==> src/rtl/digit_serial_adder.sv <==
// digit_serial_adder
//   Multi-cycle adder/subtractor that works through an operand pair DIGIT
//   bits per clock, least significant digit first. A registered carry links
//   consecutive digits; each digit slice is a ripple of full_adder cells.
//
//   Ports
//     i_clk, i_rst_n        clock, synchronous active-low reset
//     i_valid / o_ready     operand handshake (o_ready high only in IDLE)
//     i_a, i_b              operands (WIDTH bits)
//     i_cin                 carry-in for addition, ignored for subtraction
//     i_sub                 0: A+B+cin, 1: A-B
//     o_valid / i_ready     result handshake (o_valid high only in DONE)
//     o_sum                 result, modulo 2^WIDTH
//     o_cout                carry out of the MSB (subtraction: 1 = no borrow)
//     o_ovf                 two's-complement overflow
//     o_busy                high in RUN or DONE
//
//   state | meaning
//   ------+-------------------------------------------------
//   IDLE  | waiting for i_valid, o_ready=1
//   RUN   | one digit processed per clock, counter 0..K-1
//   DONE  | result held with o_valid=1 until i_ready

module full_adder (
  input  logic a,
  input  logic b,
  input  logic ci,
  output logic s,
  output logic co
);
  assign s  = a ^ b ^ ci;
  assign co = (a & b) | (ci & (a ^ b));
endmodule

module digit_serial_adder #(
  parameter int WIDTH = 16,
  parameter int DIGIT = 4
) (
  input  logic             i_clk,
  input  logic             i_rst_n,
  input  logic             i_valid,
  output logic             o_ready,
  input  logic [WIDTH-1:0] i_a,
  input  logic [WIDTH-1:0] i_b,
  input  logic             i_cin,
  input  logic             i_sub,
  output logic             o_valid,
  input  logic             i_ready,
  output logic [WIDTH-1:0] o_sum,
  output logic             o_cout,
  output logic             o_ovf,
  output logic             o_busy
);

  localparam int K  = WIDTH / DIGIT;
  localparam int CW = (K > 1) ? $clog2(K) : 1;

  generate
    if (DIGIT < 1 || DIGIT > WIDTH || (WIDTH % DIGIT) != 0) begin : g_bad_params
      $error("digit_serial_adder: WIDTH must be a positive multiple of DIGIT");
    end
  endgenerate

  typedef enum logic [1:0] {
    S_IDLE = 2'd0,
    S_RUN  = 2'd1,
    S_DONE = 2'd2
  } state_t;

  state_t state_q, state_d;

  logic [WIDTH-1:0] a_q, b_q, res_q, res_d;
  logic             carry_q;
  logic [CW-1:0]    cnt_q;
  logic [WIDTH-1:0] sum_q;
  logic             cout_q, ovf_q;

  logic [DIGIT-1:0] dig_a, dig_b, dig_s;
  logic [DIGIT:0]   c;
  logic             last;

  // Digit selection by shift keeps the select in range even when K=1.
  assign dig_a = DIGIT'(a_q >> (int'(cnt_q) * DIGIT));
  assign dig_b = DIGIT'(b_q >> (int'(cnt_q) * DIGIT));
  assign last  = (cnt_q == CW'(K - 1));

  assign c[0] = carry_q;
  generate
    for (genvar g = 0; g < DIGIT; g++) begin : g_fa
      full_adder u_fa (
        .a  (dig_a[g]),
        .b  (dig_b[g]),
        .ci (c[g]),
        .s  (dig_s[g]),
        .co (c[g+1])
      );
    end
  endgenerate

  // Current digit merged into the partial result; on the last digit this is
  // the complete sum.
  always_comb begin
    res_d = res_q;
    for (int i = 0; i < K; i++) begin
      if (int'(cnt_q) == i) res_d[i*DIGIT +: DIGIT] = dig_s;
    end
  end

  always_ff @(posedge i_clk) begin
    if (!i_rst_n) state_q <= S_IDLE;
    else          state_q <= state_d;
  end

  always_comb begin
    state_d = state_q;
    unique case (state_q)
      S_IDLE:  if (i_valid) state_d = S_RUN;
      S_RUN:   if (last)    state_d = S_DONE;
      S_DONE:  if (i_ready) state_d = S_IDLE;
      default: state_d = S_IDLE;
    endcase
  end

  always_ff @(posedge i_clk) begin
    if (!i_rst_n) begin
      a_q     <= '0;
      b_q     <= '0;
      res_q   <= '0;
      carry_q <= 1'b0;
      cnt_q   <= '0;
      sum_q   <= '0;
      cout_q  <= 1'b0;
      ovf_q   <= 1'b0;
    end else begin
      case (state_q)
        S_IDLE: begin
          if (i_valid) begin
            a_q     <= i_a;
            // Subtraction as A + ~B + 1.
            b_q     <= i_sub ? ~i_b : i_b;
            carry_q <= i_sub | i_cin;
            cnt_q   <= '0;
          end
        end
        S_RUN: begin
          res_q   <= res_d;
          carry_q <= c[DIGIT];
          if (last) begin
            cnt_q  <= '0;
            sum_q  <= res_d;
            cout_q <= c[DIGIT];
            // Carry into the MSB is the second-to-last ripple tap; for DIGIT=1
            // that is the registered carry itself.
            ovf_q  <= c[DIGIT-1] ^ c[DIGIT];
          end else begin
            cnt_q <= cnt_q + CW'(1);
          end
        end
        default: ;
      endcase
    end
  end

  assign o_ready = (state_q == S_IDLE);
  assign o_valid = (state_q == S_DONE);
  assign o_busy  = (state_q != S_IDLE);
  assign o_sum   = sum_q;
  assign o_cout  = cout_q;
  assign o_ovf   = ovf_q;

endmodule

==> config.mk <==
export PLATFORM = sky130hd
export DESIGN_NAME = digit_serial_adder
export DESIGN_NICKNAME = d
export VERILOG_FILES = /design/src/rtl/digit_serial_adder.sv
export SDC_FILE = /design/constraint.sdc
export NUM_CORES = 1
export LEC_CHECK = 0
export CORE_ASPECT_RATIO = 0.75
export CORE_UTILIZATION = 38
export CTS_BUF_LIST = sky130_fd_sc_hd__clkbuf_8
export DETAILED_ROUTE_END_ITERATION = 8
export GPL_TIMING_DRIVEN = 0
export PLACE_DENSITY = 0.6
export SYNTH_ARGS = -nofsm -noshare
export SYNTH_HDL_FRONTEND = slang
export SYNTH_SLANG_ARGS = --single-unit
==> constraint.sdc <==
create_clock -name i_clk -period 3.48 [get_ports i_clk]
set_input_delay 0.696 -clock i_clk [delete_from_list [all_inputs] [get_ports i_clk]]
set_output_delay 0.696 -clock i_clk [all_outputs]
set_load 0.005 [all_outputs]
Yosys cells after proc, flatten, opt, wreduce, memory -nomap -nowiden
Index checks and enable logic that the tools add are counted.
Widths: inputs -> output; s select.
- logic and storage cells: 66
- latch bits: 0
- memories: 0
- flip-flop bits (word level): 71
- bits in writable memories: 0
- input bits: 38
- memory bits (read-only): 0
- output and inout bits: 21
- $lt $le $gt $ge: 0
- eq/ne operators: 9
- shift operators: 2
- divide/modulo/power cells: 0
- multipliers: 0
- $add $sub $neg: 1
- reductions and logical operators: 8
- mux-type cells: 14
- bitwise gates (word level): 23
- operators by type and width (kind ; number):
    $shr 16x4->4 ; 2
    $mux 16 ; 1
    $mux 4 ; 4
    $not 16->16 ; 1
    $mux 2 ; 5
    $xor 1x1->1 ; 9
    $and 1x1->1 ; 8
    $eq 2x2->1 const B ; 4
    $pmux 2 s3 ; 1
    $reduce_and 2->1 ; 3
    $or 1x1->1 ; 5
    $eq 2x1->1 const B ; 2
    $logic_not 2->1 ; 2
    $ne 2x2->1 const B ; 2
    $pmux 2 s2 ; 1
    $reduce_bool 2->1 ; 2
    $reduce_and 3->1 ; 1
    $add 2x1->2 const B ; 1
    $ne 2x1->1 const B ; 1
    $pmux 1 s2 ; 1
    $mux 1 ; 1

Logic depth before layout (Yosys ltp)
- word-level depth: 11
- mapped depth: 12
- gate-level depth less buffers: 11

Hierarchy
A second synthesis with hierarchy kept.
- cells, all modules: 314
- area, all modules: 3189.3 um^2
- modules (own cells, without submodules) (module ; instances ; area each (um^2) ; sequential area each (um^2) ; cells an instance):
    digit_serial_adder ; 1 ; 3109.2 ; 1341.3 ; 310
    full_adder ; 4 ; 20.0 ; 0.0 ; 1

Worst setup path after synthesis
OpenSTA, ideal clock, no wires.
- kind: register to register
- from: register cnt_q[0]
- to: register sum_q[3] (netlist: o_sum[3])
- slack: 0.341 ns
- clock period less this slack: 3.139 ns
- stages on the path, launching flop included: 13
- buffers on the path: 1
- setup time: 0.076 ns
- data arrival time: 3.063 ns
- data required time: 3.404 ns
- path through: dfxtp_1 -> buf_2 -> mux4_2 -> fa_1 -> inv_1 -> fa_1 -> inv_1 -> fa_1 -> inv_1 -> fa_1 -> nand2_1 -> o211ai_1 -> a21boi_0
- cells in the longest elaborated chain, start to end: 10
- elaborated cells on any way between the ends: 20
- classes of those cells: eq/ne (1); shift (2); mux (1); bitwise (14); reduce/logical (2)
- RTL lines (element ; RTL line ; text):
    start: declaration ; 74 ; logic [CW-1:0] cnt_q;
    start signal: assignment ; 156 ; cnt_q <= cnt_q + CW'(1);
    $shr 16x4->4 (on tied branches) ; 83, 84 ;
    $xor 1x1->1 ; 32 ; assign co = (a & b) | (ci & (a ^ b));
    $and 1x1->1 ; 32 ;
    $or 1x1->1 ; 32 ;
    $and 1x1->1 ; 32 ;
    $or 1x1->1 ; 32 ;
    $and 1x1->1 ; 32 ;
    $or 1x1->1 ; 32 ;
    $xor 1x1->1 ; 31 ; assign s = a ^ b ^ ci;
    $mux 4 ; 105 ; if (int'(cnt_q) == i) res_d[i*DIGIT +: DIGIT] = dig_s;
    end signal: assignment ; 150 ; sum_q <= res_d;
    end: declaration ; 75 ; logic [WIDTH-1:0] sum_q;
Parallel ways exist; a longest one is shown, timed or not.
A chain may end at the register's enable or synchronous reset.

Worst setup path after layout
Ends and elaborated chain as after synthesis.

==> results.json <==
{
  "grt_max_degree": 11,
  "yosysWarnings": 0,
  "nFillCells": 766,
  "fp.dieArea_sq_um": 8890,
  "maxSlewViolCount": 0,
  "die_h_um": 81.9,
  "postCtsHoldBufs": 0,
  "layout.nets": 446,
  "drt_iter0_markers": 83,
  "cap_violations": 0,
  "gp_congestion": 0.738,
  "grt_pass1_vias": 2367,
  "reg2reg_slack_ps": 250,
  "num_io_pins": 59,
  "intPower_mw": 1.21,
  "finClkSkew_ps": 6.66,
  "post_cts_buffers": 0,
  "p_total_mw": 1.65,
  "core_sq_um": 8060,
  "cts_tree": "built",
  "worst_pin_slew_ps": 515,
  "cts_buffers": 9,
  "status": "completed",
  "portBuffers": 57,
  "r2r_start": "cnt_q[0]$_SDFFE_PN0P_",
  "ant_nets": 0,
  "clockPowerShare_pct": 32.9,
  "synth.avg_cell_area_sq_um": 9.75,
  "dpl.cell_count": 494,
  "worst_hold_slack_ps": 452,
  "synth-seq-area-share_pct": 41.5,
  "synth.distinct_cells": 32,
  "clockBufferDepth": 2,
  "grt_setup_unrepaired": "false",
  "power_switching_share_pct": 26.5,
  "vias_per_cell": 4.88,
  "cts_sinks": 67,
  "fin_cells": 507,
  "min_path_type": "register to register",
  "r2r_end": "o_sum[3]$_SDFFE_PN0P_",
  "cp.required_ps": 3750,
  "worstHoldStart": "o_ovf$_SDFFE_PN0P_",
  "htree_levels": 3,
  "start_util_pct": 40.2,
  "dieWidth_um": 109,
  "switching_power_uw": 437,
  "tns_ps": 0,
  "final_layout_size_suffix_gt1_share_pct": 12.7,
  "crit_arrival_ps": 3500,
  "syn_nets": 378,
  "hpwl_mm": 5.45,
  "fmax_ghz": 0.309,
  "dr.pass1.iters": 4,
  "syn_inst": 332,
  "utilization_pct": 50.9,
  "area_growth_syn_to_layout_pct": 26.8,
  "grt_overflow_total": 0,
  "combPwrFrac_pct": 17.2,
  "slew-limit-headroom_pct": 65.7,
  "antenna_found_initial": 0,
  "ir_drop_mv": 0.193,
  "seqPwrFrac_pct": 50.0,
  "setup_violations": 0,
  "grt_pass1_wl_mm": 12.0,
  "critPathMaxFanout": 10,
  "p_per_area_nw_per_um2": 402,
  "criticalPathCategory": "register to register",
  "post_drt_wl_per_cell_um": 14.5,
  "p_leak_nw": 1.81,
  "vias": 2473,
  "syn_area_sq_um": 3240,
  "clk-insertion-delay-late_ps": 340,
  "synth-seq-cells": 67,
  "start_kind": "register",
  "diodes": 0,
  "ff2ff_path_depth": 12,
  "postCtsResizedCells": 2,
  "drt_wl_total_mm": 7.33,
  "rows": 28,
  "clk_pin_slew_ps": 70,
  "hold_depth": 2,
  "cts_root_buf": "clkbuf_8",
  "period_share_pct": 92.9,
  "holdPathEnd": "o_ovf$_SDFFE_PN0P_",
  "report.final.hold_viol_count": 0,
  "end_kind": "register",
  "grt.total_usage_pct": 18.4,
  "drc": 0,
  "period_minus_slack_ps": 3230
}
-- layout by cell type, fill, tap and decap left out --
cell type        count
nor2b_1              9
clkinvlp_4           1
mux2i_1             13
ha_1                 4
clkbuf_1             7
o211a_1             29
and3b_1              4
a2bb2oi_1            1
nand2_1             80
xnor2_1             17
nor2_1               5
mux2_2               1
nand2b_1             2
nand4_2              1
o21bai_1             1
buf_6                6
or2_2                1
clkbuf_8            10
or3_1                1
o211ai_1             6
mux4_2               8
o21ai_2              1
a21boi_1            10
nand3b_1             1
dfxtp_2              1
clkbuf_2             1
buf_4                6
dfxtp_1             66
fa_2                 1
o21ai_0              3
clkdlybuf4s50_1     57
or3b_1               1
o21a_1               1
inv_1               14
a21boi_0            16
clkinv_2             2
nor3b_2              1
buf_2               10
fa_1                 3
-- final cells by class --
cell class	count	area, sq um	area share (%)
buffer	30	194	4.73
clock buffer	10	138	3.35
clock inverter	3	17.5	0.427
inverter	14	52.6	1.28
multi-input combinational	221	1660	40.4
sequential	67	1340	32.7
tap	105	131	3.20
timing repair buffer	57	571	13.9
-- worst max-delay path, cell delays in order, from the launching register on --
cell	delay (ps)
dfxtp_2	380
buf_6	190
mux4_2	540
fa_1	410
inv_1	80
fa_1	160
inv_1	50
fa_1	400
inv_1	90
fa_2	500
nand2_1	100
o211ai_1	80
a21boi_0	160
-- worst max-delay path by stage --
stage | startpoint | to | cells past startpoint
2_1_floorplan | cnt_q[0]$_SDFFE_PN0P_ | o_sum[3]$_SDFFE_PN0P_ | 12
3_3_place_gp | cnt_q[0]$_SDFFE_PN0P_ | o_sum[3]$_SDFFE_PN0P_ | 12
3_5_place_dp | cnt_q[0]$_SDFFE_PN0P_ | o_sum[3]$_SDFFE_PN0P_ | 12
4_1_cts | cnt_q[0]$_SDFFE_PN0P_ | o_sum[3]$_SDFFE_PN0P_ | 12
5_1_grt | cnt_q[0]$_SDFFE_PN0P_ | o_sum[3]$_SDFFE_PN0P_ | 12
6_report | cnt_q[0]$_SDFFE_PN0P_ | o_sum[3]$_SDFFE_PN0P_ | 12
-- registers in the layout, indices dropped and copies added (netlist names) --
signal and flops:
a_q 16, res_q 12, o_ovf 1, state_q 2, cnt_q 2, o_cout 1
b_q 16, carry_q 1, o_sum 16
-- metrics by stage --
step           cell area, sq um  setup WS, ps
2_1_floorplan              3240           341
3_3_place_gp               3940          33.8
3_5_place_dp               3940         -38.0
4_1_cts                    4100          53.8
5_1_grt                    4100          33.8
6_report                   4100           246
-- routing by layer --
layer	share of wire [%]	GRT usage [%]	wire, um	up-vias
li1	-	-	-	1252
met1	51	25.6	3730	1158
met2	43	27.4	3170	54
met3	4.8	5.56	351	9
met4	1.1	4.86	78	0
met5	0	0	0	-
-- power groups by stage --
stage,Clock [mW],Combinational (mW),Sequential [mW]
final,0.543,0.284,0.825
after global routing,0.589,0.316,0.829
after detailed placement,0,0.285,0.842
after floorplan,0,0.186,0.836
after global placement,0,0.280,0.841
after CTS,0.554,0.286,0.825
-- cell usage after synthesis (all sizes together) --
library cell / n / area, sq um
buf: 22 / 156
nand3b: 1 / 7.51
mux2: 1 / 11.3
nand2b: 2 / 12.5
o211a: 29 / 290
o21ai: 4 / 23.8
a2bb2oi: 1 / 8.76
nand2: 80 / 300
inv: 14 / 52.6
nor2: 5 / 18.8
mux2i: 13 / 130
mux4: 8 / 180
or3b: 1 / 8.76
a21boi: 26 / 195
and3b: 4 / 35.0
xnor2: 17 / 149
o211ai: 6 / 45.0
o21a: 1 / 7.51
fa: 4 / 80.1
or2: 1 / 6.26
nand4: 1 / 12.5
ha: 4 / 50.1
dfxtp: 67 / 1340
clkbuf: 8 / 30.0
o21bai: 1 / 7.51
nor3b: 1 / 12.5
or3: 1 / 6.26
nor2b: 9 / 56.3
-- kinds of logic after synthesis --
family          synth area share, %
xor+xnor                       4.60
compound gates                 17.9
buf+inv                        7.39
fa+ha+maj                      4.02
mux                            9.94
flops                          41.5
simple gates                   14.7
No activity file was read; power rests on OpenSTA's default activity.
